<file path="src/rtl/defines.sv">
// Global build defines shared by the CPU datapath.
`ifndef WORD_LEN
`define WORD_LEN 32
`endif

</file>
<file path="src/rtl/cpu_pkg.sv">
// Shared CPU datapath types: register address / data word types and the hard-wired zero register.
`ifndef WORD_LEN
`define WORD_LEN 32
`endif

package cpu_pkg;
    localparam int DATA_W     = `WORD_LEN;
    localparam int REG_ADDR_W = 5;

    typedef logic [REG_ADDR_W-1:0] reg_addr_t;
    typedef logic [DATA_W-1:0]     word_t;

    localparam reg_addr_t ZERO_REG = '0;
endpackage

</file>
<file path="src/rtl/wb_data_select.sv">
// Write-back source priority mux: MEM over ALU over aux data.
// Latency: combinational. Backpressure: none, pure datapath.
module wb_data_select #(
    parameter int DATA_W = 32
) (
    input  logic              sel_mem,
    input  logic              sel_alu,
    input  logic [DATA_W-1:0] mem_data,
    input  logic [DATA_W-1:0] alu_data,
    input  logic [DATA_W-1:0] aux_data,
    output logic [DATA_W-1:0] wb_data
);
    always_comb begin
        if (sel_mem)
            wb_data = mem_data;
        else if (sel_alu)
            wb_data = alu_data;
        else
            wb_data = aux_data;
    end
endmodule

</file>
<file path="src/rtl/wb_register_file.sv">
// GPR file with busy scoreboard and saturating retired-write counter; RF_BYPASS_EN forwards commits to reads.
// Latency: write visible the cycle after the commit edge (same cycle with RF_BYPASS_EN); reads combinational.
// Backpressure: none accepted; rd_busy is the stall request back to ID.
module wb_register_file
    import cpu_pkg::*;
#(
    parameter int DATA_W     = cpu_pkg::DATA_W,
    parameter int REG_ADDR_W = cpu_pkg::REG_ADDR_W,
    parameter int CNT_W      = 16
) (
    input  logic                  clk,
    input  logic                  rst,
    input  logic                  wb_write_en,
    input  logic                  wb_sel_mem,
    input  logic                  wb_sel_alu,
    input  logic [DATA_W-1:0]     wb_mem_data,
    input  logic [DATA_W-1:0]     wb_alu_data,
    input  logic [DATA_W-1:0]     wb_aux_data,
    input  logic [REG_ADDR_W-1:0] wb_dst,
    input  logic                  rsv_en,
    input  logic [REG_ADDR_W-1:0] rsv_addr,
    input  logic [REG_ADDR_W-1:0] rd_addr1,
    input  logic [REG_ADDR_W-1:0] rd_addr2,
    output logic [DATA_W-1:0]     rd_data1,
    output logic [DATA_W-1:0]     rd_data2,
    output logic                  rd_busy,
    output logic [CNT_W-1:0]      wr_count
);
    localparam int NREG = 2 ** REG_ADDR_W;
    localparam logic [REG_ADDR_W-1:0] R0 = REG_ADDR_W'(ZERO_REG);

    logic [DATA_W-1:0] regs [NREG];
    logic [NREG-1:0]   busy;
    logic [DATA_W-1:0] wb_word;
    logic              commit;
    logic              reserve;

    wb_data_select #(.DATA_W(DATA_W)) u_sel (
        .sel_mem  (wb_sel_mem),
        .sel_alu  (wb_sel_alu),
        .mem_data (wb_mem_data),
        .alu_data (wb_alu_data),
        .aux_data (wb_aux_data),
        .wb_data  (wb_word)
    );

    assign commit  = wb_write_en && (wb_dst != R0);
    assign reserve = rsv_en && (rsv_addr != R0);

    always_ff @(posedge clk or posedge rst) begin
        if (rst) begin
            for (int i = 0; i < NREG; i++)
                regs[i] <= '0;
        end else if (commit) begin
            regs[wb_dst] <= wb_word;
        end
    end

    // Reservation is applied after the commit clear so the younger instruction keeps ownership.
    always_ff @(posedge clk or posedge rst) begin
        if (rst) begin
            busy <= '0;
        end else begin
            for (int i = 1; i < NREG; i++) begin
                if (reserve && rsv_addr == REG_ADDR_W'(i))
                    busy[i] <= 1'b1;
                else if (commit && wb_dst == REG_ADDR_W'(i))
                    busy[i] <= 1'b0;
            end
            busy[0] <= 1'b0;
        end
    end

    always_ff @(posedge clk or posedge rst) begin
        if (rst)
            wr_count <= '0;
        else if (commit && wr_count != {CNT_W{1'b1}})
            wr_count <= wr_count + CNT_W'(1);
    end

    logic hit1, hit2, busy1, busy2;

`ifdef RF_BYPASS_EN
    assign hit1 = commit && (rd_addr1 == wb_dst);
    assign hit2 = commit && (rd_addr2 == wb_dst);
`else
    assign hit1 = 1'b0;
    assign hit2 = 1'b0;
`endif

    always_comb begin
        rd_data1 = '0;
        busy1    = 1'b0;
        if (rd_addr1 != R0) begin
            rd_data1 = hit1 ? wb_word : regs[rd_addr1];
            busy1    = busy[rd_addr1] && !hit1;
        end
    end

    always_comb begin
        rd_data2 = '0;
        busy2    = 1'b0;
        if (rd_addr2 != R0) begin
            rd_data2 = hit2 ? wb_word : regs[rd_addr2];
            busy2    = busy[rd_addr2] && !hit2;
        end
    end

    assign rd_busy = busy1 | busy2;
endmodule

</file>
<file path="config.mk">
export PLATFORM = sky130hd
export DESIGN_NAME = wb_register_file
export DESIGN_NICKNAME = d
export VERILOG_FILES = /design/src/rtl/defines.sv /design/src/rtl/cpu_pkg.sv /design/src/rtl/wb_data_select.sv /design/src/rtl/wb_register_file.sv
export SDC_FILE = /design/constraint.sdc
export NUM_CORES = 2
export LEC_CHECK = 0
export CAP_MARGIN = 10
export CORE_ASPECT_RATIO = 0.75
export CORE_MARGIN = 5
export CORE_UTILIZATION = 45
export DETAILED_ROUTE_END_ITERATION = 8
export DONT_BUFFER_PORTS = 1
export HOLD_SLACK_MARGIN = 0.06
export RECOVER_POWER = 25
export SYNTH_ARGS = -nofsm -noshare
export SYNTH_HDL_FRONTEND = slang
export SYNTH_SLANG_ARGS = --single-unit
</file>
<file path="constraint.sdc">
create_clock -name clk -period 101.5 [get_ports clk]
set_input_delay 5.075 -clock clk [delete_from_list [all_inputs] [get_ports clk]]
set_output_delay 5.075 -clock clk [all_outputs]
set_load 0.005 [all_outputs]
</file>
==> impl_metrics.py <==
metrics = {
    "run_status": {
        "status": "complete, but fails checks",
        "violations": "max-capacitance violations, max-slew violations",
    },
    "sta": {
        "period_minus_slack_ns": 12.90,
        "fin_ws_ns": 88.60,
        "max_slew.worst_pin.slew_ns": 4.653,
        "skew_ns": 0.01437,
        "max_freq_mhz": 77.53,
        "slew_headroom_pct": -211.9,
        "maxSlewViolCount": 707,
        "hold_viol_final": 0,
        "fin_crit_sh_pct": 12.71,
        "rsz0062_at_grt": "no",
        "setup_viol": 0,
        "tns_ns": 0,
    },
    "yosys": {
        "synth_cell_type_count": 51,
        "ys_seq_elements": 1071,
        "synth_warnings": 0,
        "synth_top_flop_cell": "dfrtp_1",
        "async_flop_share_pct": 100.0,
        "synthesis.area_mm2": 0.05515,
        "synthTopCellsByArea": "dfrtp_1, mux4_2, o21ai_0, nand2_1, clkbuf_1",
        "synth_edf_count": 0,
        "synth_nets": 5074,
        "synth_area_per_cell_um2": 11.14,
        "yosysSeqAreaShare_pct": 48.60,
        "synth_top_cell_by_area": "dfrtp_1",
        "postSynthCellCount": 4951,
        "synth.top_cell.area_share_pct": 48.60,
    },
    "clock_network": {
        "cts_made_buffers": 104,
        "cts_num_sinks": 1071,
        "clk_latency_ns": 0.74,
        "path_clk_slew_ns": 0.06,
        "cts_resized": 0,
        "cts_hold_buffers": 0,
        "htree_levels": 3,
        "cts_tree": "done",
        "cts_setup_buffers": 0,
        "cts_buffer_depth": 3,
        "cts_root_buf": "clkbuf_16",
    },
    "worst_setup_path": {
        "criticalPathCategory": "input port to output port",
        "r2r_cells": 4,
        "crit_buf_inv": 3,
        "startpoint_type": "input port",
        "crit_path_end_kind": "output port",
        "crit_family": "simple AND/OR/NAND/NOR gates",
        "r2r_setup_slack_ns": 99.14,
        "crit_arrival_ns": 7.82,
        "crit_path_cell_trace": "nor3_2 > buf_4 > or3_1 > nor3_2 > buf_4 > buf_4",
        "required_ns": 96.43,
        "critPathMaxStageDelay_ns": 1.09,
        "critPathSlowestCell": "nor3_2",
        "path_common_cell": "buf_4",
        "startpoint": "rd_addr1[0]",
        "r2r_start": "wr_count[11]",
        "crit_fanout": 266,
        "worst-path-stages": 6,
    },
    "placed_design": {
        "portBuffers": 0,
        "post-place-ws_ns": 88.52,
        "post-dp-hpwl_mm": 100.4,
        "globalplace.congestion": 0.8138,
    },
    "route": {
        "drt_iter0_drc": 4358,
        "drc": 0,
        "antenna_left": 0,
        "post_drt_wl_per_cell_um": 29.23,
        "vias": 39710,
        "viasPerCell": 6.305,
        "wl_mm": 184.1,
        "firstDrtPassIters": 6,
    },
    "floorplan": {
        "die_y_um": 313.2,
        "design.core.area_mm2": 0.1219,
        "dieArea_mm2": 0.1297,
        "initial_utilization_pct": 45.23,
        "core.rowCount": 111,
        "io_pins": 203,
        "dieWidth_um": 414.2,
    },
    "pwr": {
        "vdd_ir_drop_max_uv": 14.26,
        "leakage_uw": 0.02520,
        "power.density_mw_per_mm2": 20.05,
        "power_uw": 1190,
    },
    "worst_hold_path": {
        "hold_depth": 0,
        "min_from": "regs[1007]",
        "hold_path.class": "flip-flop to flip-flop",
    },
    "global_route": {
        "grtUsageTotal_pct": 28.30,
        "grt_overflow_total": 0,
        "grt_pass1_vias": 39130,
        "grt_pass1_wl_mm": 273.0,
        "antenna_found_initial": 1,
        "grt_max_degree": 268,
    },
    "cells_and_area": {
        "final_nets": 4699,
        "nFillCells": 11110,
        "final_common_cell": "dfrtp_1",
        "syn2layout_area_growth_pct": 7.609,
        "drive_gt1_share_pct": 18.40,
        "final_cell_mix": "dfrtp_1, nand2_1, o21ai_0",
        "multiInputGateArea_mm2": 0.02638,
        "seqCellArea_mm2": 0.02680,
    },
    "job": {
        "cap_violations": 11,
    },
}
layout make-up:
| class | instances | area share (%) |
|---|---|---|
| Multi-Input combinational cell | 3318 | 44.45 |
| Inverter | 5 | 0.03373 |
| Timing Repair Buffer | 76 | 0.9108 |
| Clock buffer | 145 | 5.136 |
| Tap cell | 1638 | 3.453 |
| Sequential cell | 1071 | 45.16 |
| Antenna cell | 2 | 0.008433 |
| Clock inverter | 43 | 0.8496 |
cells in the mapped netlist (5+ instances only):
master	count
a2111oi_1	6
nand4_1	6
mux4_2	530
nand3_1	15
or3_1	34
nor2_1	50
nor3_1	42
a31oi_1	27
a2111oi_0	22
xnor2_1	7
nand2_1	1073
a22o_1	15
a211oi_1	65
xor2_1	7
clkbuf_1	400
a221oi_1	26
a22oi_1	27
buf_6	12
nor3b_1	7
o21a_1	27
buf_2	91
inv_1	5
o21ai_0	1010
dfrtp_1	1071
buf_4	25
buf_1	26
o22ai_1	41
and3_1	6
a21o_1	6
nor2b_1	102
a21oi_1	64
mux2i_1	73
power breakdown:
part / total (uW) / switching, uW / internal, uW
clock: 412 / 179 / 232
combinational: 213 / 102 / 112
sequential: 565 / 59.3 / 505
total: 1190 / 340 / 849
flip-flops by register name, summed over array words and instances (netlist names):
signal,count
busy,31
regs,1024
wr_count,16
final timing paths:
check	endpoint
setup / recovery	rd_data1[11]
hold / removal	regs[1007]
setup reg to reg	wr_count[1]
hold reg to reg	regs[1007]
max in group asynchronous	regs[222]
min in group asynchronous	busy[1]
cell families (layout without fill, tap and decap cells):
group / count (synthesis) / in the layout / share of synthesized area [%]
and+or+nand+nor: 1350 / 1350 / 10.14
AOI/OAI and AO/OA: 1346 / 1346 / 13.54
DFF: 1071 / 1071 / 48.60
muxes: 607 / 607 / 23.05
buffers and inverters: 562 / 269 / 4.426
xor gates and xnor gates: 14 / 14 / 0.2223
adders and majority gates: 1 / 1 / 0.02268
other: 0 / 2 / 0
per-stage QoR:
stage,utilization [%],hold WS (ns),instances,area [um^2]
after floorplan,-,0.4413,4951,55150
after global placement,45.78,0.3764,6105,55820
after detailed placement,45.78,0.3823,6105,55820
after CTS,48.69,0.3985,6293,59370
after global routing,48.67,0.4072,6296,59340
final,48.67,0.3947,6298,59350
metal layers:
metal / part of all wire, % / track usage, % / routed length (um) / vias up
li1: - / - / - / 17230
met1: 43 / 40.49 / 78590 / 20420
met2: 45 / 43.12 / 83030 / 1730
met3: 9.0 / 7.246 / 16620 / 321
met4: 3.2 / 8.270 / 5829 / 2
met5: 0.0071 / 0 / 13 / -
Power figures use the tool's default switching activity.
